$ cat config.mk
export PLATFORM = sky130hd
export DESIGN_NAME = img_pixel_streamer
export DESIGN_NICKNAME = d
export VERILOG_FILES = /design/src/rtl/img_pixel_streamer.sv
export SDC_FILE = /design/constraint.sdc
export NUM_CORES = 1
export LEC_CHECK = 0
export BUFFER_PORTS_ARGS = -buffer_cell sky130_fd_sc_hd__buf_2
export CAP_MARGIN = 20
export CORE_MARGIN = 3
export CORE_UTILIZATION = 40
export CTS_CLUSTER_SIZE = 14
export DETAILED_ROUTE_END_ITERATION = 10
export RECOVER_POWER = 25
export SYNTH_ARGS = -nofsm -noshare
export SYNTH_HDL_FRONTEND = slang
export SYNTH_SLANG_ARGS = --single-unit
export TNS_END_PERCENT = 30
$ cat constraint.sdc
create_clock -name clk -period 4.35 [get_ports clk]
set_input_delay 0.2175 -clock clk [delete_from_list [all_inputs] [get_ports clk]]
set_output_delay 0.2175 -clock clk [all_outputs]
set_load 0.1 [all_outputs]
$ cat src/rtl/img_pixel_streamer.sv
// Raster-order frame reader: streams a stored image out of a 1-cycle-latency frame RAM
// as valid/ready pixel beats with sof/eol/eof. Define IMG_STREAM_MIRROR_EN for horizontal mirroring.
module img_pixel_streamer #(
    parameter int IMG_W  = 64,
    parameter int IMG_H  = 64,
    parameter int ADDR_W = 12,
    parameter int PIX_W  = 8
) (
    input  logic              clk,
    input  logic              rst_n,
    input  logic              start,
    output logic              busy,
    output logic              done,
    output logic              mem_rd_en,
    output logic [ADDR_W-1:0] mem_addr,
    input  logic [PIX_W-1:0]  mem_rd_data,
    output logic [PIX_W-1:0]  pix_out,
    output logic              pix_valid,
    input  logic              pix_ready,
    output logic              sof,
    output logic              eol,
    output logic              eof
);

    localparam int COL_W = (IMG_W > 1) ? $clog2(IMG_W) : 1;
    localparam int ROW_W = (IMG_H > 1) ? $clog2(IMG_H) : 1;

    typedef enum logic [1:0] {S_IDLE, S_RUN, S_DRAIN, S_DONE} state_t;
    state_t state, state_nx;

    logic [COL_W-1:0]  col;
    logic [ROW_W-1:0]  row;
    logic              last_col, last_pix;
    logic [ADDR_W-1:0] rd_addr;

    // Two-entry skid buffer; flags packed as {sof, eol, eof}
    logic [PIX_W-1:0]  buf_pix [2];
    logic [2:0]        buf_flg [2];
    logic              wr_ptr, rd_ptr;
    logic [1:0]        count;
    logic              inflight;
    logic [2:0]        inflight_flg;
    logic              pop;
    logic [1:0]        occ;

    assign last_col = (col == COL_W'(IMG_W - 1));
    assign last_pix = last_col && (row == ROW_W'(IMG_H - 1));

    assign pix_valid = (count != 2'd0);
    assign pop       = pix_valid & pix_ready;
    // Entries held or arriving after this cycle's pop; a new read is allowed only below 2
    assign occ       = count + {1'b0, inflight} - {1'b0, pop};

    assign pix_out  = pix_valid ? buf_pix[rd_ptr] : '0;
    assign sof      = pix_valid & buf_flg[rd_ptr][2];
    assign eol      = pix_valid & buf_flg[rd_ptr][1];
    assign eof      = pix_valid & buf_flg[rd_ptr][0];
    assign mem_addr = mem_rd_en ? rd_addr : '0;

    always_ff @(posedge clk) begin
        if (!rst_n) state <= S_IDLE;
        else        state <= state_nx;
    end

    always_comb begin
        state_nx = state;
        case (state)
            S_IDLE:  if (start) state_nx = S_RUN;
            S_RUN:   if (mem_rd_en && last_pix) state_nx = S_DRAIN;
            S_DRAIN: if (occ == 2'd0) state_nx = S_DONE;
            S_DONE:  state_nx = S_IDLE;
            default: state_nx = S_IDLE;
        endcase
    end

    always_comb begin
        busy      = 1'b0;
        done      = 1'b0;
        mem_rd_en = 1'b0;
        case (state)
            S_RUN: begin
                busy      = 1'b1;
                mem_rd_en = (occ < 2'd2);
            end
            S_DRAIN: busy = 1'b1;
            S_DONE:  done = 1'b1;
            default: ;
        endcase
    end

`ifdef IMG_STREAM_MIRROR_EN
    logic [ADDR_W-1:0] line_base;
    logic [COL_W-1:0]  mir_col;

    assign rd_addr = line_base + ADDR_W'(mir_col);

    always_ff @(posedge clk) begin
        if (!rst_n || (state == S_IDLE && start)) begin
            line_base <= '0;
            mir_col   <= COL_W'(IMG_W - 1);
        end else if (mem_rd_en) begin
            if (last_col) begin
                line_base <= line_base + ADDR_W'(IMG_W);
                mir_col   <= COL_W'(IMG_W - 1);
            end else begin
                mir_col   <= mir_col - COL_W'(1);
            end
        end
    end
`else
    logic [ADDR_W-1:0] addr_q;

    assign rd_addr = addr_q;

    always_ff @(posedge clk) begin
        if (!rst_n || (state == S_IDLE && start)) addr_q <= '0;
        else if (mem_rd_en)                       addr_q <= addr_q + ADDR_W'(1);
    end
`endif

    // col/row track beat position in both builds, so flags never depend on address order
    always_ff @(posedge clk) begin
        if (!rst_n || (state == S_IDLE && start)) begin
            col <= '0;
            row <= '0;
        end else if (mem_rd_en) begin
            if (last_col) begin
                col <= '0;
                row <= row + ROW_W'(1);
            end else begin
                col <= col + COL_W'(1);
            end
        end
    end

    always_ff @(posedge clk) begin
        if (!rst_n) begin
            inflight     <= 1'b0;
            inflight_flg <= '0;
            wr_ptr       <= 1'b0;
            rd_ptr       <= 1'b0;
            count        <= '0;
            for (int unsigned i = 0; i < 2; i++) begin
                buf_pix[i] <= '0;
                buf_flg[i] <= '0;
            end
        end else begin
            inflight <= mem_rd_en;
            if (mem_rd_en)
                inflight_flg <= {(row == '0) && (col == '0), last_col, last_pix};
            if (inflight) begin
                buf_pix[wr_ptr] <= mem_rd_data;
                buf_flg[wr_ptr] <= inflight_flg;
                wr_ptr          <= ~wr_ptr;
            end
            if (pop)
                rd_ptr <= ~rd_ptr;
            count <= count + {1'b0, inflight} - {1'b0, pop};
        end
    end

endmodule

* Yosys cells after proc, flatten, opt, wreduce, memory -nomap -nowiden
Memories as Yosys holds them, arrays and structs flattened. A register that Yosys moved wholly into a read port is not among the register bits.
Cells that the tools add are included.
** Word-level totals
- Flip-flop bits (word level) :: 34
- RAM bits :: 22
- Logic and storage cells :: 71
- Input bits :: 12
- Memories kept :: 2
- Output and inout port bits :: 27
** Memory list
- buf_pix :: words 2, width 8, rd ports 1, clocked after Yosys merged registers in 1, write ports 2, RTL line 37 : logic [PIX_W-1:0] buf_pix [2];
- buf_flg :: words 2, width 3, rd ports 1, clocked after Yosys merged registers in 1, write ports 2, RTL line 38 : logic [2:0] buf_flg [2];
** Cells by class
- $add $sub $neg :: 5
- Bitwise gates (word level) :: 6
- $lt $le $gt $ge :: 1
- Reduce and logical (&&, ||, !) cells :: 16
- Eq/ne operators :: 8
- Multiplexer cells :: 24
** Operators with widths (count)
- 8-bit 2-to-1 mux :: 2
- 1-bit 2-to-1 mux :: 15
- 12-bit by 1-bit adder with 12-bit output (second input constant) :: 1
- 6-bit by 1-bit adder with 6-bit output (second input constant) :: 2
- 6-bit == test (second input constant) :: 2
- 6-bit zero test :: 2
- 12-bit 2-to-1 mux :: 1
- 2-bit case mux with 4 select lines :: 1
- 8-bit OR reduction :: 1
- 2-bit 2-to-1 mux :: 3
- 6-bit 2-to-1 mux :: 1
- 2-bit != test (second input constant) :: 3
- 1-bit AND :: 4
- 2-bit == test (second input constant) :: 2
- 1-bit logical AND :: 4
- 2-bit zero test :: 2
- 3-bit 2-to-1 mux :: 1
- 3-bit AND reduction :: 1
- 3-bit OR reduction :: 1
- 2-bit by 1-bit adder with 2-bit output :: 1
- 2-bit by 1-bit == test with 1-bit output (second input constant) :: 1
- 2-bit < comparator (second input constant) :: 1
- 1-bit NOT :: 2
- 2-bit AND reduction :: 1
- 5 further kinds :: 5

* Longest topological paths before layout
Gate-level depths: netlist of run 1.
- Depth after elaboration :: 8
- Mapped depth :: 11

* Worst setup path after synthesis of run 1
Ideal clock, no wire load.
- Path type :: register to output
- Start point :: register count[1]
- End point :: output port mem_addr[10]
- Arrival time :: 2.780 ns
- Path buffers :: 0
- Path slack :: 1.353 ns
- Required time :: 4.133 ns
- Cell stages (with the launch flop) :: 9
- Cell sequence :: dfxtp_1 -> nor2_1 -> nor2b_1 -> ha_1 -> inv_1 -> ha_1 -> xnor3_2 -> nand2_1 -> nor2_1
** On the way
- Word-level cells in the longest chain between the ends :: 6
- Elaborated cells between the ends (all ways) :: 7
- Those cells by class :: add/sub: 2; order compare: 1; mux: 2; bitwise: 1; reduce/logical: 1
** Ends and longest elaborated chain
- from (decl) :: RTL line 40 : logic [1:0] count;
- from (signal assigned) :: RTL line 158 : count <= count + {1'b0, inflight} - {1'b0, pop};
- 2-bit nonzero test :: RTL line 49 : assign pix_valid = (count != 2'd0);
- 1-bit AND :: RTL line 50 : assign pop = pix_valid & pix_ready;
- via pop :: RTL line 43 : logic pop;
- 2-bit by 1-bit subtractor with 2-bit output :: RTL line 52 : assign occ = count + {1'b0, inflight} - {1'b0, pop};
- 2-bit < comparator :: RTL line 83 : mem_rd_en = (occ < 2'd2);
- 1-bit 2-to-1 mux :: RTL line 80 : case (state)
- 12-bit 2-to-1 mux :: RTL line 58 : assign mem_addr = mem_rd_en ? rd_addr : '0;
- to (decl) :: RTL line 15 : output logic [ADDR_W-1:0] mem_addr,
The timed path passes the listed nets, and every way through them passes these cells.

* Worst setup path in the final report of run 1
- Start point :: register count[1]
- End point :: register state[1]
** On the way
- Word-level cells in the longest chain between the ends :: 8
- Elaborated cells between the ends (all ways) :: 11
- Those cells by class :: add/sub: 2; order compare: 1; eq/ne: 2; mux: 1; bitwise: 1; reduce/logical: 4
** Ends and longest elaborated chain
- 2-bit nonzero test * :: RTL line 49
- 1-bit AND * :: RTL line 50
- via pop :: RTL line 43
- 2-bit by 1-bit subtractor with 2-bit output * :: RTL line 52
- 2-bit < comparator :: RTL line 83
- 1-bit 2-to-1 mux :: RTL line 80
- 1-bit logical AND :: RTL line 69 : S_RUN: if (mem_rd_en && last_pix) state_nx = S_DRAIN;
- 2-bit != test (no line)
- 3-bit AND reduction (no line) *
- to (signal assigned) :: RTL line 62 : else state <= state_nx;
- to (decl) :: RTL line 29 : state_t state, state_nx;
Mark *: on every way through the listed nets, which the timed path passes. The rest lies on a longest branch.
A chain may end at the register's enable or synchronous reset.

==> results of run 1 <==
==> flip-flops by register name, indices dropped and copies added, names as in the netlist, named ones only <==
register / cells
buf_pix: 16
addr_q: 12
buf_flg: 6
col: 6
row: 6
inflight_flg: 3
count: 2
state: 2
inflight: 1
rd_ptr: 1
wr_ptr: 1
==> cell type report <==
type | count | area (sq um)
multi-input cells | 194 | 1240
flip-flops and latches | 57 | 1360
clock inverters | 7 | 109
clock buffers | 9 | 124
repair buffers | 40 | 198
fillers | 615 | 3250
inverters | 13 | 48.8
well taps | 77 | 96.3
==> stage by stage <==
stage	instances	cell area [sq um]
after floorplan	275	2690
after global placement	381	2950
after detailed placement	381	2950
after CTS	397	3180
after global routing	397	3170
final	397	3170
==> synth_stat cells <==
cell	number
and4_1	2
xnor2_1	6
buf_1	1
or3_1	8
nand2_1	24
inv_1	12
nand3_1	7
edfxtp_1	22
xor2_1	9
inv_2	1
a221oi_2	1
nor4_1	2
and3_1	12
nor2b_1	3
dfxtp_1	35
nor3_1	4
nand4_1	6
xnor3_2	1
a21boi_0	2
nand2b_1	2
ha_1	12
clkbuf_1	10
nor2_1	30
mux2i_1	14
a21oi_1	11
and2_1	28
o21ai_0	10
==> report_power, final <==
group / total (W) / internal, W / leakage (nW) / switching, W
clock: 0.000581 / 0.000375 / 0.120 / 0.000206
sequential: 0.000667 / 0.000618 / 0.512 / 0.0000487
combinational: 0.000712 / 0.000159 / 0.697 / 0.000554
total: 0.00196 / 0.00115 / 1.33 / 0.000808
==> worst max-delay path, stage by stage (launching register included) <==
cell	delay [ps]
dfxtp_1	320
nor2_1	100
clkbuf_1	430
nor2b_1	150
ha_1	300
inv_1	40
ha_1	170
xnor3_2	390
nand4_1	400
or3_1	530
a221oi_2	360
mux2i_1	220
==> cells by family after synthesis <==
family / count (synthesis) / share of synthesized area (%)
and+or+nand+nor: 128 / 24.4
DFF: 57 / 50.6
AOI/OAI and AO/OA: 24 / 5.03
buffers and inverters: 24 / 3.35
xor gates and xnor gates: 16 / 5.77
muxes: 14 / 5.21
adders and majority gates: 12 / 5.58
==> routing by layer <==
metal	part of all wire, %	wire [um]
met3	4.2	210
met2	48	2430
met1	46	2330
met4	1.7	85
met5	0	0
==> worst paths after layout <==
path	start	end	slack (ps)	cells past startpoint
setup / recovery	count[1]	state[1]	850	11
hold reg to reg	addr_q[1]	addr_q[1]	490	2
hold / removal	mem_rd_data[6]	buf_pix[0][6]	170	2
setup reg to reg	count[1]	state[1]	850	11
==> impl_metrics.toml, run 1 <==
[run_status]
outcome = "completed"

[placed_design]
dp_hpwl_um = 3510
io_buffers = 38
place_congestion = 0.776
dpl_worst_slack_ps = 1180

[clock_tree]
cts-root-buf = "clkbuf_8"
post_cts_resized = 0
clk_pin_slew_ps = 60
cts_max_level = 3
clk_latency_ps = 330
hold_buffers = 0
post_cts_buffers = 0
numCtsBuffers = 9
clockBufferDepth = 2
cts_tree = "done"
cts_sinks = 57

[synthesis]
ys_warn_count = 0
synth.net_count = 299
synthCells = 275
netlist_area_sq_um = 2690
syn_area_per_cell_sq_um = 9.78
synth_largest_area_cell = "dfxtp_1"
synth_cell_type_count = 27
ys_seq_area_share_pct = 50.6
synth.top_cell.area_share_pct = 26.1
synthTopCellsByArea = "dfxtp_1 (26%), edfxtp_1 (25%), and2_1 (6.5%)"
synth-seq-cells = 57

[timing]
slew_viol_final = 0
rsz0062_at_grt = "false"
worst_slack_ps = 851
max_freq_mhz = 286
tightest_slew_ps = 757
setup_viol = 0
holdWs_ps = 175
hold_viol = 0
maxSlewHeadroom_pct = 49.4
fin_crit_sh_pct = 80.4
final.setup.tns_ps = 0
clock_skew_ps = 5.41
fin_crit_ps = 3500

[layout]
final_cell_mix = "buf_2 (38), dfxtp_1 (35), nor2_1 (30), nand2_1 (24)"
layout_commonest_cell = "buf_2"
num-nets-final = 339
fin_util_pct = 49.4
diodes = 0
areaGrowthSynthToFinish_pct = 18.1
drive_above_1_share_pct = 17.5

[floorplan]
core_sq_um = 6420
ios = 39
start_util_pct = 41.9
die_area_sq_um = 7740
die_w_um = 88.0
die_h_um = 88.0
row_count = 29

[grt]
use_met3_pct = 4.99
top_usage_layer = "met2"
gr-total-overflow = 0
grt_use_total_pct = 14.6
antenna_found_initial = 0
grt_pass1_vias = 1860
grt.met2_usage_pct = 23.8
grt_max_degree = 23
grt_util_met1_pct = 16.9
grt_pass1_wl_um = 8470

[power]
ir_worst_vdd_mv = 0.348
totalPowerFinal_w = 0.00196
total_leakage_power_nw = 1.33
p_per_area_nw_per_um2 = 618

[worst_setup_path]
crit_type = "register to register"
required_ps = 4610
worstPathMaxFanout = 16
cp.arrival_ps = 3760
cp-end-kind = "register"
setup.worst_path.start_class = "register"

[routing]
num_vias = 1935
ant_nets = 0
wire_per_inst_um = 12.7
drc = 0
post_drt_via_cell_ratio = 4.87
drtIter0Drc = 71
wl_um = 5060
drt-pass1-iter-count = 4

[run]
max-cap-violations = 0

[hold_path]
hold_class = "input pin to register"
(Power assumes the default switching activity.)
==> inputs of run 2 (changes only) <==
--- a/config.mk
+++ b/config.mk
@@ -5,6 +5,7 @@
 export SDC_FILE = /design/constraint.sdc
 export NUM_CORES = 1
 export LEC_CHECK = 0
+export ABC_AREA = 1
 export BUFFER_PORTS_ARGS = -buffer_cell sky130_fd_sc_hd__buf_2
 export CAP_MARGIN = 20
 export CORE_MARGIN = 3
==> constraint.sdc (replaced) <==
create_clock -name clk -period 3.4 [get_ports clk]
set_input_delay 0.17 -clock clk [delete_from_list [all_inputs] [get_ports clk]]
set_output_delay 0.17 -clock clk [all_outputs]
set_load 0.1 [all_outputs]
==> impl_metrics.toml, run 2 <==
[run_status]
outcome = "completed"

[floorplan]
ios = 39
core_sq_um = 6940
die_w_um = 91.7
start_util_pct = 42.3
die_area_sq_um = 8420
row_count = 30
die_h_um = 91.7

[timing]
max_freq_mhz = 323
slew_viol_final = 0
tightest_slew_ps = 1160
hold_viol = 0
fin_crit_ps = 3100
worst_slack_ps = 305
clock_skew_ps = 4.49
setup_viol = 0
maxSlewHeadroom_pct = 22.9
rsz0062_at_grt = "false"
fin_crit_sh_pct = 91.0

[grt]
grt_use_total_pct = 15.0
antenna_found_initial = 0
grt_max_degree = 35
grt_pass1_wl_um = 10200
gr-total-overflow = 0
grt_pass1_vias = 2249

[worst_setup_path]
cp.arrival_ps = 2930
required_ps = 3230
crit_type = "register to primary output"
crit_path_max_incr_delay_ps = 440
critical_path.top_delay_family = "buffers and inverters"
setup.worst_path.start = "count[1]"
slowest_stage = "buf_2"
reg2reg_from = "count[1]"
cp-end-kind = "primary output"
r2r_end = "row[3]"
r2r_cells = 18
path_cells = "nor2_1 > buf_4 > inv_1 > nand2_1 > inv_1 > ha_1 > inv_1 > ha_1 > inv_1 > nand2_1 > nand2_1 > nand2_1 > nand2_2 > nand2_4 > nor2_1 > buf_2"
r2r_slack_ps = 740
setup.worst_path.start_class = "register"
worstPathMaxFanout = 34
endpoint = "mem_addr[1]"
cp.depth = 16
path_buf_inv = 6

[routing]
post_drt_via_cell_ratio = 4.67
wl_um = 6000
drc = 0
drt-pass1-iter-count = 4
drtIter0Drc = 91
num_vias = 2475
ant_nets = 0
wire_per_inst_um = 11.3

[synthesis]
synth.top_cell.area_share_pct = 23.8
synthCells = 390
synthTopCellsByArea = "dfxtp_1 (24%), edfxtp_1 (22%), nand2_1 (11%)"
synth-edff-count = 22
ys_seq_area_share_pct = 46.3
async_flop_share_pct = 0
netlist_area_sq_um = 2940
synth-seq-cells = 57
ys_warn_count = 0
ys_top_cells_by_count = "nand2_1 (86), inv_1 (66), nor2_1 (54)"
synth_cell_type_count = 26
synth.net_count = 414
synth_ff_type = "dfxtp_1"
synth_largest_area_cell = "dfxtp_1"
syn_area_per_cell_sq_um = 7.54
synth.most_common_cell = "nand2_1"

[power]
share_clk_of_total_power_pct = 26.3
total_leakage_power_nw = 1.48
intPower_w = 0.00140
net-switching-power_w = 0.00113
p_per_area_nw_per_um2 = 742
ir_worst_vdd_mv = 0.377
p_comb_share_pct = 40.2
seqPwrFrac_pct = 33.5
p_sw_share_pct = 44.7

[clock_tree]
cts-root-buf = "clkbuf_8"
cts_tree = "done"
hold_buffers = 0
clk_pin_slew_ps = 60
clk_latency_ps = 330
clockBufferDepth = 2
cts_sinks = 57
numCtsBuffers = 9
cts_max_level = 3

[hold_path]
hp-start = "mem_rd_data[4]"
hold_class = "input pin to register"

[run]
max-cap-violations = 0

[placed_design]
dpl_worst_slack_ps = 649
io_buffers = 38
dp_hpwl_um = 4210
place_congestion = 0.789
placedCellCount = 514

[layout]
diodes = 0
reg_top3 = "buf_pix (16), addr_q (12)"
largest_register_ff_count = 16
num-nets-final = 453
areaGrowthSynthToFinish_pct = 16.0
largest-register = "buf_pix"
final_cells = 530
drive_above_1_share_pct = 15.2
layout_commonest_cell = "nand2_1"
final_cell_mix = "nand2_1 (86), inv_1 (66), nor2_1 (53), dfxtp_1 (35), buf_2 (34)"
## run 2: how the worst min path moves through the flow
stage                                 end  slack, ps  depth (start not counted)
after floorplan                  count[1]        350                          2
after global placement             rd_ptr        440                          1
after detailed placement  inflight_flg[1]        460                          2
after CTS                   buf_pix[0][4]        140                          3
after global routing        buf_pix[0][4]        150                          3
final                       buf_pix[0][4]        150                          3
## run 2: per-layer routing
| metal | track usage (%) | vias up | wire, um |
|---|---|---|---|
| met2 | 25.3 | 50 | 2850 |
| met3 | 3.69 | 9 | 288 |
| met4 | 6.31 | 0 | 108 |
| met5 | 0 | - | 0 |
| met1 | 18.4 | 1099 | 2740 |
| li1 | - | 1317 | - |
## run 2: cells by family after synthesis
logic type | after synthesis | share of synthesized area (%)
AND/OR/NAND/NOR | 191 | 28.6
buffers and inverters | 77 | 10.4
flip-flops | 57 | 46.3
AO/OA/AOI/OAI | 52 | 9.32
adder cells (fa/ha/maj) | 12 | 5.11
XOR/XNOR | 1 | 0.298
## run 2: cell type report
class	count	area [sq um]
timing repair buffer	39	204
clock inverter	5	71.3
fill	711	3530
sequential	57	1360
tap	96	120
clock buffer	11	131
multi-input combinational	256	1270
inverter	66	248
## run 2: stage by stage
stage	total power [W]	setup TNS, ps	utilization [%]	cell area [sq um]	hold slack, ps
after global placement	0.00187	0	46.1	3200	444
after floorplan	0.00174	-4540	-	2940	353
after global routing	0.00269	0	49.1	3410	150
after detailed placement	0.00189	0	46.1	3200	457
after CTS	0.00256	0	49.0	3400	144
final	0.00253	0	49.1	3410	152
## run 2: worst reg2reg max path, delay by kind of cell (launching register included)
family / cells / cell delay (ps)
compound gates: 1 / 160
fa+ha+maj: 2 / 480
buf+inv: 5 / 480
flops: 1 / 330
simple gates: 10 / 1110
## run 2: repair_timing
action | in CTS | in global routing
setup endpoints to repair | 0 | 3
buffers inserted | 0 | 0
gates resized for setup | 0 | 3
## run 2: power groups by stage
stage	clock [W]	sequential, W	combinational, W
after floorplan	0	0.000838	0.000901
after global placement	0	0.000859	0.00101
after detailed placement	0	0.000862	0.00103
after CTS	0.000678	0.000848	0.00103
after global routing	0.000708	0.000861	0.00112
final	0.000666	0.000847	0.00102
